<file path="config.mk">
export PLATFORM = sky130hd
export DESIGN_NAME = ctrl_multiciclo
export DESIGN_NICKNAME = d
export VERILOG_FILES = /design/src/rtl/ctrl_multiciclo.sv
export SDC_FILE = /design/constraint.sdc
export NUM_CORES = 1
export LEC_CHECK = 0
export CAP_MARGIN = 20
export CELL_PAD_IN_SITES_DETAIL_PLACEMENT = 2
export CELL_PAD_IN_SITES_GLOBAL_PLACEMENT = 2
export CORE_MARGIN = 5
export CORE_UTILIZATION = 28
export CTS_BUF_LIST = sky130_fd_sc_hd__clkbuf_4 sky130_fd_sc_hd__clkbuf_8
export DETAILED_ROUTE_END_ITERATION = 7
export PLACE_DENSITY_LB_ADDON = 0.08
export SLEW_MARGIN = 10
export SYNTH_ARGS = -nofsm -noshare
export SYNTH_HDL_FRONTEND = slang
export SYNTH_SLANG_ARGS = --single-unit
</file>
<file path="constraint.sdc">
create_clock -name c -period 2.5 [get_ports c]
set_clock_uncertainty 0.1 [all_clocks]
set_input_delay 0.5 -clock c [delete_from_list [all_inputs] [get_ports c]]
set_output_delay 0.5 -clock c [all_outputs]
set_load 0.01 [all_outputs]
</file>
<file path="src/rtl/ctrl_multiciclo.sv">
// Multicycle control unit for the nRISC processor.
// Steps every instruction through FETCH / DECODE / EXEC / MEM / WB.
// It drives the ULA operation select and the datapath write enables.
// Memory accesses use a request/ready pair. A request that waits too long
// raises a sticky fault and parks the unit in HALT.
// Handshake: a request (mem_rd or mem_wr) stays high for as long as the unit
// is in FETCH or MEM. The request completes in the cycle where mem_ready is
// high. The request is abandoned if TIMEOUT consecutive cycles pass without
// mem_ready. mem_ready is ignored in every other state.
module ctrl_multiciclo #(
   parameter int TIMEOUT = 15,
   parameter int CNT_W   = 16
) (
   input  logic             c,
   input  logic             reset,
   input  logic [7:0]       instr,
   input  logic             zero,
   input  logic             mem_ready,
   output logic [1:0]       ULAOp,
   output logic             mem_rd,
   output logic             mem_wr,
   output logic             ir_we,
   output logic             pc_we,
   output logic [1:0]       pc_src,
   output logic             reg_we,
   output logic             wb_sel,
   output logic             halted,
   output logic             fault,
   output logic             illegal,
   output logic [CNT_W-1:0] retired,
   output logic [2:0]       dbg_state
);

   typedef enum logic [2:0] {
      S_FETCH  = 3'd0,
      S_DECODE = 3'd1,
      S_EXEC   = 3'd2,
      S_MEM    = 3'd3,
      S_WB     = 3'd4,
      S_HALT   = 3'd5
   } state_t;

   // Last wait-counter value that still allows one more cycle of waiting
   localparam logic [7:0] LP_TMO_LAST = 8'(TIMEOUT - 1);

   state_t           r_state;
   state_t           w_next_state;
   logic [7:0]       r_wait;
   logic             r_fault;
   logic [CNT_W-1:0] r_retired;

   // Opcode classes; instr is stable from DECODE onward (IR loaded in FETCH)
   logic [3:0] w_opcode;
   logic       w_is_alu;
   logic       w_is_ld;
   logic       w_is_st;
   logic       w_is_beq;
   logic       w_is_jmp;
   logic       w_is_halt;
   logic       w_is_illegal;
   logic       w_wait_state;
   logic       w_timeout;
   logic       w_retire;
   logic       w_unused_ok;

   assign w_opcode     = instr[7:4];
   assign w_is_alu     = (w_opcode <= 4'h3);
   assign w_is_ld      = (w_opcode == 4'h4);
   assign w_is_st      = (w_opcode == 4'h5);
   assign w_is_beq     = (w_opcode == 4'h6);
   assign w_is_jmp     = (w_opcode == 4'h7);
   assign w_is_halt    = (w_opcode == 4'hF);
   assign w_is_illegal = (w_opcode >= 4'h8) && (w_opcode <= 4'hE);

   // Register fields are consumed by the datapath, not by the controller
   assign w_unused_ok  = ^instr[3:0];

   // A request is outstanding only in FETCH and MEM
   assign w_wait_state = (r_state == S_FETCH) || (r_state == S_MEM);

   // Timeout fires on the TIMEOUT-th idle cycle; a late ready still wins
   assign w_timeout    = w_wait_state && !mem_ready && (r_wait == LP_TMO_LAST);

   // One pulse per completed instruction, in its final cycle
   always_comb begin
      w_retire = 1'b0;
      case (r_state)
         S_DECODE: w_retire = w_is_jmp || w_is_illegal;
         S_EXEC:   w_retire = w_is_beq;
         S_MEM:    w_retire = mem_ready && !w_is_ld;
         S_WB:     w_retire = 1'b1;
         default:  w_retire = 1'b0;
      endcase
   end

   // State register
   always_ff @(posedge c) begin
      if (reset) begin
         r_state <= S_FETCH;
      end else begin
         r_state <= w_next_state;
      end
   end

   // Next-state logic
   always_comb begin
      w_next_state = r_state;
      case (r_state)
         S_FETCH: begin
            if (mem_ready) begin
               w_next_state = S_DECODE;
            end else if (w_timeout) begin
               w_next_state = S_HALT;
            end
         end
         S_DECODE: begin
            if (w_is_halt) begin
               w_next_state = S_HALT;
            end else if (w_is_alu || w_is_ld || w_is_st || w_is_beq) begin
               w_next_state = S_EXEC;
            end else begin
               w_next_state = S_FETCH;
            end
         end
         S_EXEC: begin
            if (w_is_alu) begin
               w_next_state = S_WB;
            end else if (w_is_ld || w_is_st) begin
               w_next_state = S_MEM;
            end else begin
               w_next_state = S_FETCH;
            end
         end
         S_MEM: begin
            if (mem_ready) begin
               w_next_state = w_is_ld ? S_WB : S_FETCH;
            end else if (w_timeout) begin
               w_next_state = S_HALT;
            end
         end
         S_WB:    w_next_state = S_FETCH;
         S_HALT:  w_next_state = S_HALT;
         default: w_next_state = S_FETCH;
      endcase
   end

   // Output decode; everything is held low while reset is asserted
   always_comb begin
      ULAOp   = 2'b00;
      mem_rd  = 1'b0;
      mem_wr  = 1'b0;
      ir_we   = 1'b0;
      pc_we   = 1'b0;
      pc_src  = 2'b00;
      reg_we  = 1'b0;
      wb_sel  = 1'b0;
      halted  = 1'b0;
      illegal = 1'b0;
      case (r_state)
         S_FETCH: begin
            mem_rd = 1'b1;
            if (mem_ready) begin
               ir_we  = 1'b1;
               pc_we  = 1'b1;
               pc_src = 2'b00;
            end
         end
         S_DECODE: begin
            if (w_is_jmp) begin
               pc_we  = 1'b1;
               pc_src = 2'b10;
            end else if (w_is_illegal) begin
               illegal = 1'b1;
            end
         end
         S_EXEC: begin
            if (w_is_alu) begin
               ULAOp = w_opcode[1:0];
            end else if (w_is_beq) begin
               // rd - rs; the branch is taken when the ULA reports zero
               ULAOp = 2'b01;
               if (zero) begin
                  pc_we  = 1'b1;
                  pc_src = 2'b01;
               end
            end else begin
               // LD/ST address is rs + 0
               ULAOp = 2'b00;
            end
         end
         S_MEM: begin
            // Only LD and ST reach MEM
            mem_rd = w_is_ld;
            mem_wr = !w_is_ld;
         end
         S_WB: begin
            reg_we = 1'b1;
            wb_sel = w_is_ld;
         end
         S_HALT: begin
            halted = 1'b1;
         end
         default: begin
            halted = 1'b0;
         end
      endcase
      if (reset) begin
         ULAOp   = 2'b00;
         mem_rd  = 1'b0;
         mem_wr  = 1'b0;
         ir_we   = 1'b0;
         pc_we   = 1'b0;
         pc_src  = 2'b00;
         reg_we  = 1'b0;
         wb_sel  = 1'b0;
         halted  = 1'b0;
         illegal = 1'b0;
      end
   end

   // Wait counter: counts idle request cycles; zero on any state change
   always_ff @(posedge c) begin
      if (reset) begin
         r_wait <= 8'd0;
      end else if (w_wait_state && !mem_ready && (w_next_state == r_state)) begin
         r_wait <= r_wait + 8'd1;
      end else begin
         r_wait <= 8'd0;
      end
   end

   // Sticky fault flag, cleared only by reset
   always_ff @(posedge c) begin
      if (reset) begin
         r_fault <= 1'b0;
      end else if (w_timeout) begin
         r_fault <= 1'b1;
      end
   end

   // Retired-instruction counter, wraps naturally
   always_ff @(posedge c) begin
      if (reset) begin
         r_retired <= '0;
      end else if (w_retire) begin
         r_retired <= r_retired + CNT_W'(1);
      end
   end

   assign fault     = r_fault && !reset;
   assign retired   = reset ? '0 : r_retired;
   assign dbg_state = reset ? 3'd0 : r_state;

endmodule

</file>
# Word level (Yosys, flattened, before mapping)
# Index checks and enable logic that the tools add are counted.
# totals
register_bits	28
latch_bits	0
ram_bits	0
rom_bits	0
inputBits	12
output_inout_bits	32
wordCells	84
mem_count	0
# op_classes
n_addsub	2
n_mul	0
div	0
order_cmp	3
eq_ne	12
n_shift	0
mux	45
bitwise_logic	1
n_reduce_logical	17
# op_table
cell	n
$mux W1	25
$mux W3	7
$add A16 B1 Y16 const B	1
$eq A4 B3 Y1 const B	4
$mux W16	1
$pmux W3 S5	1
$mux W2	7
$add A8 B1 Y8 const B	1
$eq A8 B4 Y1 const B	1
$eq A3 B2 Y1 const B	2
$eq A3 B3 Y1 const B	2
$logic_and A1 B1 Y1	6
$logic_or A1 B1 Y1	6
$eq A4 B4 Y1 const B	1
$ge A4 B4 Y1 const B	1
$le A4 B2 Y1 const B	1
$le A4 B4 Y1 const B	1
$pmux W1 S4	1
$pmux W2 S2	1
$eq A3 B1 Y1 const B	1
$eq A3 B3 Y1	1
$logic_not A1 Y1	3
$logic_not A3 Y1	1
$pmux W1 S3	1
other kinds (3)	3

# Depth between registers and ports, before layout
# Gate-level depths: netlist (run 1).
# logic_depth
depth_word	11
mapped_depth	7
mapped_depth_nobuf	6

# Least setup slack after synthesis (run 1)
# No wires, ideal clock.
# synth_timing
path_type	input to register
startpoint	input port instr[7]
endpoint	register r_retired[14]
setup_ns	0.070
arrival_time_ns	2.108
required_ns	2.330
slack_ns	0.221
stages	6
n_path_buf	1
cell_sequence	buf_2 > or4bb_1 > a21oi_2 > o31ai_2 > or4_1 > a21oi_1
# synth_via
elab_chain_len	4
elab_cells_between_ends	10
classes_between	order compare (2); eq/ne (3); mux (1); reduce/logical (4)
# synth_rtl
element	line_no	rtl
start, declared	16	input logic [7:0] instr,
$ge A4 B4 Y1 (tied with other cells)	73	assign w_is_illegal = (w_opcode >= 4'h8) && (w_opcode <= 4'hE);
$logic_and A1 B1 Y1 / $logic_not A1 Y1 (equally long branches)	73, 90	
$logic_or A1 B1 Y1 / $logic_and A1 B1 Y1 (equally long branches)	88, 90	
$pmux W1 S4 *	87	case (r_state)
end signal, assigned	246	r_retired <= r_retired + CNT_W'(1);
end, declared	50	logic [CNT_W-1:0] r_retired;
# Mark *: on every way between the ends. The rest lies on a longest branch, timed or not.
# A chain may end at the register's enable or synchronous reset.

# Final worst setup path (run 1)
# layout_timing
startpoint	register r_state[0]
endpoint	output port ir_we
# layout_via
elab_chain_len	3
# layout_rtl
element	line_no	rtl
start, declared	46	state_t r_state;
start signal, assigned	101	r_state <= w_next_state;
$logic_not A3 Y1	159	case (r_state)
$mux W1	159	
$mux W1	207	if (reset) begin
end, declared	22	output logic ir_we,
# No other way between the ends.

==> flow_summary.yaml, run 1 <==
clock_tree:
  cts-root-buf: "clkbuf_8"
  cts_buffer_depth: 2
  cts.clk_slew.worst_paths_ps: 100
  clk_latency_ps: 280
  tritoncts: "done"
  htreeDepth: 1
  cts.sinks: 28
  cts_buffers: 3
finish:
  n_antenna_cell: 0
  fin_area_sq_um: 2570
  post-route-util_pct: 41.0
  final_cell_mix: "36 x nor2_1, 34 x buf_4, 27 x dfxtp_1, 24 x clkdlybuf4s50_1, 15 x nor2b_1"
  syn2layout_area_growth_pct: 44.7
  finalNonFillerCells: 373
  layout_commonest_cell: "nor2_1"
  drive_gt1_share_pct: 22.0
  nets: 312
detailed_routing:
  post_drt_wl_per_cell_microns: 15.2
  dr_total_vias: 1897
  drt.antenna.violating_nets: 0
  viasPerCell: 5.09
  drtIter0Drc: 27
  wl_microns: 5670
  dr.pass1.iters: 4
  drc: 0
global_routing:
  track_usage_pct: 14.3
  grt-busiest-layer: "met2"
  grt_max_degree: 19
  use_met1_pct: 17.8
  grt_pass1_vias: 1928
  use_met2_pct: 26.5
  met3_usage_pct: 1.92
  overflow: 0
  antenna_found_initial: 0
  grt_pass1_wl_microns: 9180
synth:
  synth_area_leaders: "dfxtp_1 32%, nor2_1 7.8%, nor2b_1 5.6%, xor2_1 3.5%, a21oi_1 3.4%"
  synth.avg_cell_area_sq_um: 7.69
  synth.top_cell.area_share_pct: 31.5
  synth-edff-count: 0
  synthesis.area_sq_um: 1780
  ys_ff_latch: 28
  yosys.cell_types.count: 48
  yosys_warnings: 0
  synthFlopType: "dfxtp_1"
  yosysSeqAreaShare_pct: 31.5
  yosysTopAreaCell: "dfxtp_1"
  synth_nets: 246
  synthCells: 231
  ys_async_sr_fraction_pct: 0
min_path:
  hold_path_end: "r_wait[0]"
  hold_depth: 1
  hp-class: "reg -> reg"
  worstHoldStart: "r_wait[0]"
critical_path:
  reg2reg_depth: 8
  reg2reg_from: "r_state[0]"
  timing.rr.end: "r_retired[14]"
  cp_max_fo: 5
  cp.required_ps: 1900
  cp.arrival_ps: 1860
  reg2reg_slack_ps: 190
  crit_start: "r_state[0]"
  endpoint_kind: "output pin"
  crit_type: "reg -> out"
  start_kind: "register"
floorplanning:
  initial_core_util_pct: 28.3
  row_count: 29
  pin_count: 44
  core_sq_um: 6280
  die_area_sq_um: 8040
  die_h_microns: 89.7
  die_w_microns: 89.7
sta:
  max-slew-margin-rel_pct: 71.2
  finalHoldViolations: 0
  slew_violations: 0
  setup_viol_count_final: 0
  setup_ws_ps: 42.0
  fmax_mhz: 407
  final.setup.tns_ps: 0
  hold_ws_ps: 388
  worst_pin_slew_ps: 427
  final.period_utilization_pct: 98.3
  fin_crit_ps: 2460
placement:
  globalplace.congestion: 0.744
  dp_hpwl_microns: 4200
  place_inst: 363
  pre_cts_ws_ps: -612
  placed_area_sq_um: 2440
  io_buffer_count: 39
flow_run:
  cap_viol_max_count: 0
pwr:
  power_uw: 927
  powerDensity_nw_per_um2: 361
  power.leakage_nw: 0.986
  peakVddDrop_mv: 0.242
status:
  status: "finished clean"
==> what timing repair did <==
action	4_1_cts	5_1_grt
pin swaps	4	4
buffers inserted	1	5
hold buffers	0	0
cloned	0	0
gates resized for setup	31	15
hold endpoints to repair	0	0
setup endpoints to repair	40	17
==> worst max path at each step <==
stage,to,depth (start not counted)
final,ir_we,5
after global routing,ir_we,5
after CTS,pc_src[1],5
after detailed placement,ULAOp[1],5
after global placement,ULAOp[1],5
after floorplan,r_retired[14],6
==> metal layers <==
metal  wire [microns]  vias up  part of all wire [%]
met1             2580      941                    45
met3               86        2                   1.5
met2             2990       19                    53
met5                0        -                     0
li1                 -      935                     -
met4               19        0                  0.34
==> area by class of cell <==
cell class / instances / area [sq um]
Inverter: 8 / 30.0
Clock buffer: 4 / 55.1
Tap cell: 77 / 96.3
Sequential cell: 28 / 562
Timing Repair Buffer: 75 / 651
Fill cell: 739 / 3710
Multi-Input combinational cell: 181 / 1180
==> where the power goes <==
group	total (mW)	internal, mW	switching, mW
combinational	0.176	0.0839	0.0918
sequential	0.459	0.453	0.00669
clock	0.292	0.141	0.151
total	0.927	0.678	0.249
==> logic make-up (layout without fill, tap and decap cells) <==
group	after synthesis	count (layout)	share of synthesized area, %
flip-flops	28	28	31.5
buffers and inverters	22	87	5.35
AND/OR/NAND/NOR	121	121	36.3
multiplexers	2	2	1.13
XOR/XNOR	11	11	5.42
adder cells (fa/ha/maj)	3	3	2.11
AO/OA/AOI/OAI	44	44	18.1
==> synthesized netlist by cell type, drive strengths merged (6+ instances only) <==
master and number:
a21oi 13, or3 6, dfxtp 28, nand3 10
nand2 14, clkbuf 9, nor2 37, inv 8
nor2b 16, o21ai 7, nor3 6, xor2 7
==> sequential cells by signal, summed over array words and instances, names as in the netlist <==
| signal | count |
|---|---|
| r_fault | 1 |
| r_retired | 16 |
| r_state | 3 |
| r_wait | 8 |
==> critical path, cell delays in order (launching register included) <==
cell	delay, ps
dfxtp_2	350
buf_6	120
buf_4	140
nor2_1	220
and3_1	210
clkdlybuf4s50_1	540
No activity file was read; power rests on OpenSTA's default activity.
==> inputs of run 2 (changes only) <==
--- a/config.mk
+++ b/config.mk
@@ -12,7 +12,7 @@
 export CORE_UTILIZATION = 28
 export CTS_BUF_LIST = sky130_fd_sc_hd__clkbuf_4 sky130_fd_sc_hd__clkbuf_8
 export DETAILED_ROUTE_END_ITERATION = 7
-export PLACE_DENSITY_LB_ADDON = 0.08
+export PLACE_DENSITY = 0.83
 export SLEW_MARGIN = 10
 export SYNTH_ARGS = -nofsm -noshare
 export SYNTH_HDL_FRONTEND = slang
==> run 2 against run 1 <==
Critical path depth unchanged. Clock power down 14%. Combinational power down 8%. Largest cell class unchanged. Via count unchanged. Register-to-register slack about the same. Hold slack better by 3.9 ps. Routed wire length up 4.5%. First-iteration DRC count up 130%. Non-clock buffer count down 6. Count of clock-buffer cells in the layout down 1. Die area unchanged.
==> flow_summary.yaml, run 2 (synthesis results as in run 1) <==
placement:
  globalplace.congestion: 0.820
  dp_hpwl_microns: 4470
  placed_area_sq_um: 2400
  io_buffer_count: 39
critical_path:
  cp.required_ps: 1900
  timing.rr.end: "r_retired[13]"
  crit_type: "in -> out"
  start_kind: "input pin"
  cp_max_fo: 3
  cp.arrival_ps: 1840
  endpoint_kind: "output pin"
  reg2reg_from: "r_state[1]"
  reg2reg_depth: 7
  reg2reg_slack_ps: 180
clock_tree:
  clk_latency_ps: 270
  cts_buffer_depth: 2
  cts.sinks: 28
  htreeDepth: 1
  cts.clk_slew.worst_paths_ps: 90
  tritoncts: "done"
  cts_hold_buf: 0
  cts-root-buf: "clkbuf_8"
  cts_buffers: 3
min_path:
  hp-class: "reg -> reg"
  hold_depth: 2
  worstHoldStart: "r_retired[15]"
  hold_path_end: "r_retired[15]"
finish:
  reg_top3: "r_retired (16), r_wait (8), r_state (3)"
  final_cell_mix: "36 x nor2_1, 29 x buf_4, 28 x dfxtp_1, 24 x clkdlybuf4s50_1, 16 x nor2b_1"
  drive_gt1_share_pct: 19.0
  largest_register: "r_retired"
  fin_area_sq_um: 2470
  layout_commonest_cell: "nor2_1"
  seq_area_sq_um: 561
  nets: 306
  largest_reg_flops: 16
  syn2layout_area_growth_pct: 38.9
  n_antenna_cell: 0
  fillers: 722
  multiInputGateArea_sq_um: 1160
pwr:
  peakVddDrop_mv: 0.192
  powerDensity_nw_per_um2: 354
  power.leakage_nw: 0.914
sta:
  worst_pin_slew_ps: 394
  finalHoldViolations: 0
  fin_crit_ps: 2440
  max-slew-margin-rel_pct: 73.4
  slew_violations: 0
  fmax_mhz: 410
  setup_viol_count_final: 0
  hold_ws_ps: 392
  final.period_utilization_pct: 97.5
  rsz0062_at_grt: "yes"
detailed_routing:
  dr.pass1.iters: 4
  dr_total_vias: 1897
  wl_microns: 5920
  drc: 0
  drt.antenna.violating_nets: 0
  post_drt_wl_per_cell_microns: 16.2
  viasPerCell: 5.18
  drtIter0Drc: 63
floorplanning:
  die_h_microns: 89.7
  row_count: 29
  pin_count: 44
  die_w_microns: 89.7
  initial_core_util_pct: 28.3
  die_area_sq_um: 8040
  core_sq_um: 6280
global_routing:
  track_usage_pct: 15.8
  overflow: 0
  grt_pass1_vias: 2081
  grt_pass1_wl_microns: 10100
  grt_max_degree: 33
  antenna_found_initial: 0
status:
  status: "finished clean"
flow_run:
  cap_viol_max_count: 0
-- run 2: worst max path at each step --
stage | from | end | depth (start not counted)
6_report | instr[7] | ULAOp[1] | 5
5_1_grt | r_state[0] | halted | 4
4_1_cts | reset | reg_we | 5
3_5_place_dp | instr[7] | wb_sel | 6
3_3_place_gp | instr[7] | wb_sel | 6
2_1_floorplan | instr[7] | r_retired[14] | 6
-- run 2: metal layers --
| layer | wire length (microns) | vias up | part of all wire (%) | global-route usage, % |
|---|---|---|---|---|
| met1 | 2690 | 940 | 45 | 20.3 |
| met3 | 183 | 5 | 3.1 | 2.28 |
| met4 | 33 | 0 | 0.56 | 4.06 |
| met5 | 0 | - | 0 | 0 |
| li1 | - | 925 | - | - |
| met2 | 3020 | 27 | 51 | 27.6 |
-- run 2: area by class of cell --
type / instances / share of cell area [%]
Inverter: 8 / 1.22
Sequential cell: 28 / 22.7
Clock buffer: 3 / 1.67
Timing Repair Buffer: 69 / 23.7
Multi-Input combinational cell: 181 / 46.8
Tap cell: 77 / 3.90
-- run 2: critical path, cell delays in order --
cell	delay, ps
dlygate4sd2_1	260
or4b_4	510
or2_4	250
nor3b_2	160
buf_2	160
-- run 2: power by group --
| part | switching [mW] | internal (mW) | leakage, nW |
|---|---|---|---|
| clock | 0.143 | 0.108 | 0.0216 |
| combinational | 0.0906 | 0.0717 | 0.667 |
| sequential | 0.00639 | 0.452 | 0.226 |
| total | 0.240 | 0.632 | 0.914 |
-- run 2: metrics by stage --
stage | TNS [ps] | instances | util (%) | power (mW) | setup slack, ps
after floorplan | 0 | 231 | - | 0.552 | 221
after global placement | -12520 | 360 | 38.3 | 0.622 | -564
after detailed placement | -14490 | 360 | 38.3 | 0.630 | -620
after CTS | 0 | 366 | 39.2 | 0.886 | 1.90
after global routing | -76.5 | 366 | 39.3 | 0.922 | -53.2
final | 0 | 366 | 39.3 | 0.873 | 61.6
-- run 2: timing repair --
action                                  in CTS  in global routing
buffers inserted                             3                  0
endpoints found under the setup margin      47                 24
resized for setup                           27                 10
pin swaps                                    2                  0
